--- src/rtl/operand2_stage.sv ---
// ARM operand2 decode ahead of the barrel shifter, buffered in a 2-entry skid FIFO.
// Define OPERAND2_REGSHIFT_EN to decode register-shift forms; otherwise they report undef.
module operand2_stage #(
  parameter int unsigned Depth = 2
) (
  input  logic        clk_i,
  input  logic        reset_ni,
  input  logic        in_valid_i,
  output logic        in_ready_o,
  input  logic        i_bit_i,
  input  logic [11:0] op2_i,
  input  logic [31:0] rm_val_i,
  input  logic [31:0] rs_val_i,
  input  logic        c_in_i,
  output logic        out_valid_o,
  input  logic        out_ready_i,
  output logic [31:0] sh_a_o,
  output logic [4:0]  sh_shamt_o,
  output logic [1:0]  sh_sh_o,
  output logic        ovr_en_o,
  output logic [31:0] ovr_val_o,
  output logic        c_out_o,
  output logic        undef_o
);

  localparam logic [1:0] ShLsl = 2'b00;
  localparam logic [1:0] ShLsr = 2'b01;
  localparam logic [1:0] ShAsr = 2'b10;
  localparam logic [1:0] ShRor = 2'b11;

  typedef struct packed {
    logic [31:0] sh_a;
    logic [4:0]  shamt;
    logic [1:0]  sh;
    logic        ovr_en;
    logic [31:0] ovr_val;
    logic        c_out;
    logic        undef;
  } payload_t;

  payload_t    dec;
  logic [31:0] imm32;
  logic [63:0] rot_full;
  logic [4:0]  amt;
  logic        lsl_c;
  logic        rsh_c;
  logic        unused_rs;

  assign imm32    = {24'b0, op2_i[7:0]};
  assign rot_full = {imm32, imm32} >> {op2_i[11:8], 1'b0};

`ifdef OPERAND2_REGSHIFT_EN
  logic [7:0] s;
  logic       s_big;
  logic       s_eq32;

  assign s         = rs_val_i[7:0];
  assign s_big     = |s[7:5];
  assign s_eq32    = (s == 8'd32);
  assign amt       = op2_i[4] ? s[4:0] : op2_i[11:7];
  assign unused_rs = ^rs_val_i[31:8];
`else
  assign amt       = op2_i[11:7];
  assign unused_rs = ^rs_val_i;
`endif

  // Carry bits for a non-zero amount below 32: last bit shifted out left / right.
  assign lsl_c = rm_val_i[5'(6'd32 - {1'b0, amt})];
  assign rsh_c = rm_val_i[amt - 5'd1];

  always_comb begin
    dec = '0;
    if (i_bit_i) begin
      dec.sh_a  = imm32;
      dec.sh    = ShRor;
      dec.shamt = {op2_i[11:8], 1'b0};
      dec.c_out = (op2_i[11:8] == 4'd0) ? c_in_i : rot_full[31];
    end else if (!op2_i[4]) begin
      dec.sh_a  = rm_val_i;
      dec.sh    = op2_i[6:5];
      dec.shamt = op2_i[11:7];
      if (op2_i[11:7] == 5'd0) begin
        // A zero amount encodes LSR/ASR #32 and RRX, which the shifter cannot do.
        unique case (op2_i[6:5])
          ShLsl: dec.c_out = c_in_i;
          ShLsr: begin
            dec.ovr_en = 1'b1;
            dec.c_out  = rm_val_i[31];
          end
          ShAsr: begin
            dec.ovr_en  = 1'b1;
            dec.ovr_val = {32{rm_val_i[31]}};
            dec.c_out   = rm_val_i[31];
          end
          ShRor: begin
            dec.ovr_en  = 1'b1;
            dec.ovr_val = {c_in_i, rm_val_i[31:1]};
            dec.c_out   = rm_val_i[0];
          end
        endcase
      end else begin
        dec.c_out = (op2_i[6:5] == ShLsl) ? lsl_c : rsh_c;
      end
    end else begin
`ifdef OPERAND2_REGSHIFT_EN
      if (op2_i[7]) begin
        dec.undef = 1'b1;
      end else if (s == 8'd0) begin
        dec.sh_a  = rm_val_i;
        dec.sh    = ShLsl;
        dec.c_out = c_in_i;
      end else begin
        dec.sh_a = rm_val_i;
        dec.sh   = op2_i[6:5];
        unique case (op2_i[6:5])
          ShLsl, ShLsr: begin
            if (!s_big) begin
              dec.shamt = s[4:0];
              dec.c_out = (op2_i[6:5] == ShLsl) ? lsl_c : rsh_c;
            end else begin
              dec.ovr_en = 1'b1;
              if (s_eq32) dec.c_out = (op2_i[6:5] == ShLsl) ? rm_val_i[0] : rm_val_i[31];
            end
          end
          ShAsr: begin
            if (!s_big) begin
              dec.shamt = s[4:0];
              dec.c_out = rsh_c;
            end else begin
              dec.ovr_en  = 1'b1;
              dec.ovr_val = {32{rm_val_i[31]}};
              dec.c_out   = rm_val_i[31];
            end
          end
          ShRor: begin
            dec.shamt = s[4:0];
            dec.c_out = (s[4:0] == 5'd0) ? rm_val_i[31] : rsh_c;
          end
        endcase
      end
`else
      dec.undef = 1'b1;
`endif
    end
  end

  payload_t   mem_q [Depth];
  logic       wr_ptr_q;
  logic       rd_ptr_q;
  logic [1:0] cnt_q;
  logic [1:0] cnt_d;
  logic       in_ready_q;
  logic       push;
  logic       pop;
  payload_t   head;

  assign push  = in_valid_i & in_ready_q;
  assign pop   = (cnt_q != 2'd0) & out_ready_i;
  assign cnt_d = cnt_q + 2'(push) - 2'(pop);

  always_ff @(posedge clk_i or negedge reset_ni) begin
    if (!reset_ni) begin
      cnt_q      <= 2'd0;
      wr_ptr_q   <= 1'b0;
      rd_ptr_q   <= 1'b0;
      in_ready_q <= 1'b1;
      for (int i = 0; i < Depth; i++) mem_q[i] <= '0;
    end else begin
      cnt_q      <= cnt_d;
      in_ready_q <= (cnt_d != 2'(Depth));
      if (push) begin
        mem_q[wr_ptr_q] <= dec;
        wr_ptr_q        <= ~wr_ptr_q;
      end
      if (pop) rd_ptr_q <= ~rd_ptr_q;
    end
  end

  assign head        = mem_q[rd_ptr_q];
  assign in_ready_o  = in_ready_q;
  assign out_valid_o = (cnt_q != 2'd0);
  assign sh_a_o      = head.sh_a;
  assign sh_shamt_o  = head.shamt;
  assign sh_sh_o     = head.sh;
  assign ovr_en_o    = head.ovr_en;
  assign ovr_val_o   = head.ovr_val;
  assign c_out_o     = head.c_out;
  assign undef_o     = head.undef;

endmodule

--- config.mk ---
export PLATFORM = sky130hd
export DESIGN_NAME = operand2_stage
export DESIGN_NICKNAME = d
export VERILOG_FILES = /design/src/rtl/operand2_stage.sv
export SDC_FILE = /design/constraint.sdc
export NUM_CORES = 1
export LEC_CHECK = 0
export CAP_MARGIN = 20
export CORE_ASPECT_RATIO = 0.75
export CORE_MARGIN = 4
export CORE_UTILIZATION = 50
export DETAILED_ROUTE_END_ITERATION = 6
export PLACE_DENSITY = 0.83
export SLEW_MARGIN = 15
export SYNTH_ARGS = -nofsm -noshare
export SYNTH_HDL_FRONTEND = slang
export SYNTH_SLANG_ARGS = --single-unit
--- constraint.sdc ---
create_clock -name clk_i -period 2 [get_ports clk_i]
set_clock_uncertainty 0.05 [all_clocks]
set_input_delay 0.5 -clock clk_i [delete_from_list [all_inputs] [get_ports clk_i]]
set_output_delay 0.5 -clock clk_i [all_outputs]
set_load 0.02 [all_outputs]
==> results.cfg, run 1 <==
[power]
power.share.clock_pct = 25.1
pwr-share-comb_pct = 41.8
power_leakage_nw = 5.014
p_int_mw = 8.013
switching_share_pct = 36.67
p_sw_mw = 4.639
max-vdd-ir-drop_uv = 766.1
seqPwrFrac_pct = 33.1
power.density_mw_per_mm2 = 1184

[clock_tree]
insertion_delay_ns = 0.43
cts_root_buffer = clkbuf_16
ctsHtreeMaxLevel = 4
clk_pin_slew_worst_paths_ns = 0.07
cts_made_buffers = 17
cts_tree = built
cts_buffer_depth = 2
clock-sinks = 153

[worst_setup_path]
regToRegStartpoint = cnt_q[1]$_DFF_PN0_
end_kind = primary output
critical_path_class = flop to primary output
crit_chain = buf_12, clkbuf_16, mux2_4, buf_6
ff2ff_setup_slack_ns = 0.10
cpMaxStageDelayCell = dfrtp_4
cp.arrival_ns = 1.72
crit_start = rd_ptr_q$_DFFE_PN0P_
worstSetupEndpoint = sh_a_o[21]
max_stage_delay_ns = 0.50
startpoint_type = flop
path_max_fanout = 8
cpLargestDelayFamily = flip-flops
rr_worst_depth = 8
required_ns = 1.45
path_buf_inv = 3
rr_endpoint = in_ready_o$_DFF_PN1_
cp.depth = 4

[floorplanning]
initial_utilization_pct = 52.06
dieArea_mm2 = 0.01747
fp.coreArea_mm2 = 0.01479
die_height_um = 115.5
die_x_um = 151.3
fp-row-count = 38
boundaryPins = 158

[cells_and_area]
fin_cells = 1176
diodes = 0
post-route-util_pct = 72.24
fin_nets = 1053
area_growth_pct = 38.75
drive_gt1_share_pct = 32.58

[logic_synthesis]
syn-num-nets = 865
post-synth-top-count-cell = nand2_1
avgSynthCellArea_um2 = 9.934
synth_seq_area_share_pct = 49.75
synth_area_mm2 = 0.007699
synth_top_cell_by_area = dfrtp_1
synth-main-ff-cell = dfrtp_1
synth_cell_types = 42
ys_seq_elements = 153
yosysWarnings = 0
synth_top_area_share_pct = 49.41
synthTopCellsByCount = 217 x nand2_1, 152 x dfrtp_1, 145 x o21ai_0
synth_top_cells_by_area = dfrtp_1 49%, mux2_2 11%, nand2_1 11%
synth_edf_count = 0
postSynthCellCount = 775
async_flop_share_pct = 100.0

[placement]
gp_congestion = 0.9230
hpwl_um = 15600
place_inst = 1135
portBuffers = 125
place_ws_ns = -1.194

[grt]
antenna_found_initial = 0
overflow = 0
grt_pass1_wl_um = 35590
grt_max_degree = 51
grt_pass1_vias = 6764
grtUsageTotal_pct = 26.19

[sta]
timing.final.crit_share_pct = 113.6
layout_setup_ws_ns = -0.2720
slew_headroom_pct = 70.13
worst_pin_slew_ns = 0.4448
slew_viol_final = 0
whs_ns = 0.3743
hold_viol = 0
rsz0062_at_grt = yes
max_clock_freq_ghz = 0.4401
setup_violations = 76
finalCriticalPeriod_ns = 2.272

[detailed_routing]
vias_per_cell = 5.753
drt-initial-drc-count = 445
wirelength_um = 22900
dr_total_vias = 6765
routedWlPerCell_um = 19.47
firstDrtPassIters = 7
route.detailed.drc = 0
ant_nets = 0

[hold_path]
hold_path_class = primary input to flop

[flow_run]
cap_violations = 0

[outcome]
violations = setup timing
outcome = finished with violations
per-stage QoR:
stage	setup TNS (ns)	power, mW	instance area [µm²]
2_1_floorplan	-2.946	6.807	7790
3_3_place_gp	-49.84	8.851	9910
3_5_place_dp	-52.55	8.974	9910
4_1_cts	-17.27	12.20	10470
5_1_grt	-18.93	13.25	10680
6_report	-16.70	12.65	10680
cell type report:
type                       instances  area [µm²]
clock buffer                      17       425.4
clock inverter                    15       150.1
timing repair buffer             228        2225
sequential                       153        3834
fill                             994        4105
multi-input combinational        554        3756
inverter                           9       41.29
tap                              200       250.2
flip-flops by register name, summed over array words and instances, names as in the netlist:
register,flops
rd_ptr_q,1
wr_ptr_q,1
mem_q,148
in_ready_o,1
cnt_q,2
routing by layer:
layer / vias up / global-route usage (%) / share of wire, %
li1: 3066 / - / -
met1: 3316 / 35.96 / 41
met2: 323 / 41.94 / 48
met3: 60 / 6.607 / 8.7
met4: 0 / 7.246 / 2.4
met5: - / 0 / 0
cells in the final DEF (no fill, tap or decap), drive strengths merged, types with 3 or more instances in the layout:
cell type / count
a21oi: 5
clkdlybuf4s50: 11
clkinvlp: 3
or2: 3
inv: 19
nor2: 4
mux4: 17
dfrtp: 152
nand2: 217
dlygate4sd2: 33
o21ai: 145
mux2i: 4
xnor2: 4
a22oi: 8
and3: 3
clkbuf: 19
nand2b: 3
a21o: 31
mux2: 77
ha: 8
buf: 178
o31ai: 3
power by group through the flow:
stage | Clock, mW | Combinational (mW) | Sequential (mW)
after floorplan | 0 | 2.71 | 4.09
after global placement | 0 | 4.65 | 4.20
after detailed placement | 0 | 4.73 | 4.24
after CTS | 3.20 | 4.82 | 4.17
after global routing | 3.34 | 5.64 | 4.27
final | 3.18 | 5.29 | 4.18
worst min-delay path by stage:
| stage | slack [ns] | endpoint | from | cells past startpoint |
|---|---|---|---|---|
| 2_1_floorplan | 0.15 | cnt_q[0]$_DFF_PN0_ | reset_ni | 0 |
| 3_3_place_gp | 0.35 | mem_q[12]$_DFFE_PN0P_ | reset_ni | 1 |
| 3_5_place_dp | 0.35 | mem_q[16]$_DFFE_PN0P_ | reset_ni | 1 |
| 4_1_cts | 0.36 | mem_q[39]$_DFFE_PN0P_ | op2_i[9] | 3 |
| 5_1_grt | 0.40 | mem_q[39]$_DFFE_PN0P_ | op2_i[9] | 3 |
| 6_report | 0.37 | mem_q[39]$_DFFE_PN0P_ | op2_i[9] | 3 |
logic make-up (layout without fill, tap and decap cells):
family	after synthesis	count (layout)	share of synthesized area, %
and+or+nand+nor	241	241	12.53
AOI/OAI and AO/OA	201	201	14.81
DFF	153	153	49.75
muxes	98	98	17.34
buffers and inverters	68	269	3.592
adders and majority gates	8	8	1.300
xor gates and xnor gates	6	6	0.6826
tightest hold or removal path, stage by stage:
cell and delay [ns]:
buf_2 0.14, nand2_1 0.09, o21ai_0 0.07
what timing repair did:
| action | CTS | global route |
|---|---|---|
| hold buffers | 1 | 0 |
| setup buffers | 6 | 2 |
| setup endpoints to repair | 144 | 100 |
| hold endpoints to repair | 26 | 0 |
| gates resized for setup | 441 | 59 |
| cloned | 1 | 2 |
| pin swaps | 7 | 3 |
Note: power is estimated with default switching activity, not from simulation.
==> inputs of run 2 (changes only) <==
--- a/config.mk
+++ b/config.mk
@@ -15,3 +15,4 @@
 export SYNTH_ARGS = -nofsm -noshare
 export SYNTH_HDL_FRONTEND = slang
 export SYNTH_SLANG_ARGS = --single-unit
+export TNS_END_PERCENT = 50
==> run 2 against run 1 <==
The run still ends with setup timing left. Worst hold slack improved by 0.050 ns. Clock power is 9.7% higher. Global-route usage grew 3.0 points. Sequential power about the same. Critical endpoint is now ovr_val_o[11]. Largest cell class is now multi-input combinational cells. Largest power group unchanged.
==> results.cfg, run 2 (synthesis results as in run 1) <==
[outcome]
outcome = finished with violations
violations = setup timing

[sta]
rsz0062_at_grt = yes
setup_violations = 76
layout_setup_ws_ns = -0.2402
hold_viol = 0
max_clock_freq_ghz = 0.4464
finalCriticalPeriod_ns = 2.240
timing.final.crit_share_pct = 112.0
slew_headroom_pct = 62.73
worst_pin_slew_ns = 0.5571
slew_viol_final = 0
whs_ns = 0.4243

[cells_and_area]
fin_nets = 1062
drive_gt1_share_pct = 33.10
area_growth_pct = 44.63
regMostFlops = mem_q
multiInputGateArea_mm2 = 0.003923
largest_reg_flops = 148
reg.largest.list = mem_q (148), cnt_q (2)
layout_common_cells = 215 x nand2_1, 151 x dfrtp_1, 117 x o21ai_0, 85 x buf_4, 71 x buf_6
num-fill-cells = 934
final_common_cell = nand2_1
register_area_mm2 = 0.003831
diodes = 0

[detailed_routing]
wirelength_um = 25420
routedWlPerCell_um = 21.45
drt-initial-drc-count = 791
dr_total_vias = 6988
firstDrtPassIters = 6
route.detailed.drc = 0
vias_per_cell = 5.897
ant_nets = 0

[clock_tree]
clk_pin_slew_worst_paths_ns = 0.06
ctsHtreeMaxLevel = 4
clock-sinks = 153
cts_buffer_depth = 2
cts_tree = built
insertion_delay_ns = 0.42
cts_root_buffer = clkbuf_16
cts_made_buffers = 17

[grt]
grt_pass1_vias = 7019
grtUsageTotal_pct = 29.20
overflow = 0
grt_pass1_wl_um = 38850
antenna_found_initial = 0
grt_max_degree = 58

[floorplanning]
dieArea_mm2 = 0.01747
fp-row-count = 38
die_x_um = 151.3
die_height_um = 115.5
boundaryPins = 158
initial_utilization_pct = 52.06
fp.coreArea_mm2 = 0.01479

[worst_setup_path]
path_max_fanout = 6
required_ns = 1.45
critical_path_class = flop to primary output
regToRegStartpoint = cnt_q[1]$_DFF_PN0_
crit_start = rd_ptr_q$_DFFE_PN0P_
end_kind = primary output
startpoint_type = flop
cp.arrival_ns = 1.69

[hold_path]
hold_path_class = flop to flop
hold_path.startpoint = mem_q[46]$_DFFE_PN0P_

[placement]
gp_congestion = 1.034
place_ws_ns = -1.126
hpwl_um = 16430
portBuffers = 125

[power]
power_leakage_nw = 5.303
max-vdd-ir-drop_uv = 917.2
power.density_mw_per_mm2 = 1205

[flow_run]
cap_violations = 0
==> run 2: changes by cell type in the layout (fill, tap and decap cells not counted), sizes merged <==
cell | previous run | this run
dlygate4sd2 | 33 | 10
dlymetal6s2s | 2 | 16
buf | 178 | 187
clkdlybuf4s50 | 11 | 20
inv | 19 | 12
bufinv | 0 | 4
clkbuf | 19 | 21
clkinv | 2 | 4
clkinvlp | 3 | 2
==> run 2: what timing repair did <==
action | in CTS | in global routing
hold endpoints to repair | 32 | 0
setup endpoints to repair | 142 | 139
resized for setup | 462 | 112
cloned | 5 | 1
setup buffers | 12 | 5
hold buffers | 1 | 0
pin swaps | 5 | 4
==> run 2: routing by layer <==
layer | up-vias | track usage [%] | share of wire, %
li1 | 3076 | - | -
met1 | 3459 | 40.39 | 41
met2 | 379 | 46.46 | 48
met3 | 74 | 5.747 | 8.3
met4 | 0 | 10.51 | 2.8
met5 | - | 0 | 0
==> run 2: cell type report <==
cell class | count | area share, %
Tap cell | 200 | 2.247
Clock inverter | 13 | 1.731
Sequential cell | 153 | 34.41
Multi-Input combinational cell | 554 | 35.23
Clock buffer | 19 | 3.978
Timing Repair Buffer | 237 | 22.01
Inverter | 9 | 0.3933
==> run 2: worst max-delay path, stage by stage (launching register included) <==
cell and delay, ns:
dfrtp_2 0.45, buf_12 0.17, clkbuf_16 0.17, mux2_4 0.33, buf_6 0.14
==> run 2: final timing paths <==
check	endpoint	slack (ns)	depth (start not counted)
max	ovr_val_o[11]	-0.24	4
min	mem_q[46]$_DFFE_PN0P_	0.42	2
max reg2reg	in_ready_o$_DFF_PN1_	0.08	8
min reg2reg	mem_q[46]$_DFFE_PN0P_	0.42	2
max in group asynchronous	in_ready_o$_DFF_PN1_	0.79	3
min in group asynchronous	mem_q[59]$_DFFE_PN0P_	0.49	2
==> run 2: where the power goes <==
| group | total, mW | switching (mW) | internal (mW) | leakage [nW] |
|---|---|---|---|---|
| Clock | 3.49 | 1.35 | 2.14 | 0.305 |
| Sequential | 4.20 | 0.406 | 3.80 | 2.06 |
| Combinational | 5.72 | 2.89 | 2.83 | 2.94 |
==> run 2: stage by stage <==
stage	TNS (ns)	cell area [µm²]	utilization (%)	power, mW	cells
2_1_floorplan	-3.404	7790	-	6.799	775
3_3_place_gp	-48.46	9842	66.56	8.700	1133
3_5_place_dp	-52.92	9842	66.56	8.805	1133
4_1_cts	-14.11	10800	73.07	12.97	1183
5_1_grt	-14.77	11130	75.30	14.01	1185
6_report	-12.09	11130	75.30	13.42	1185
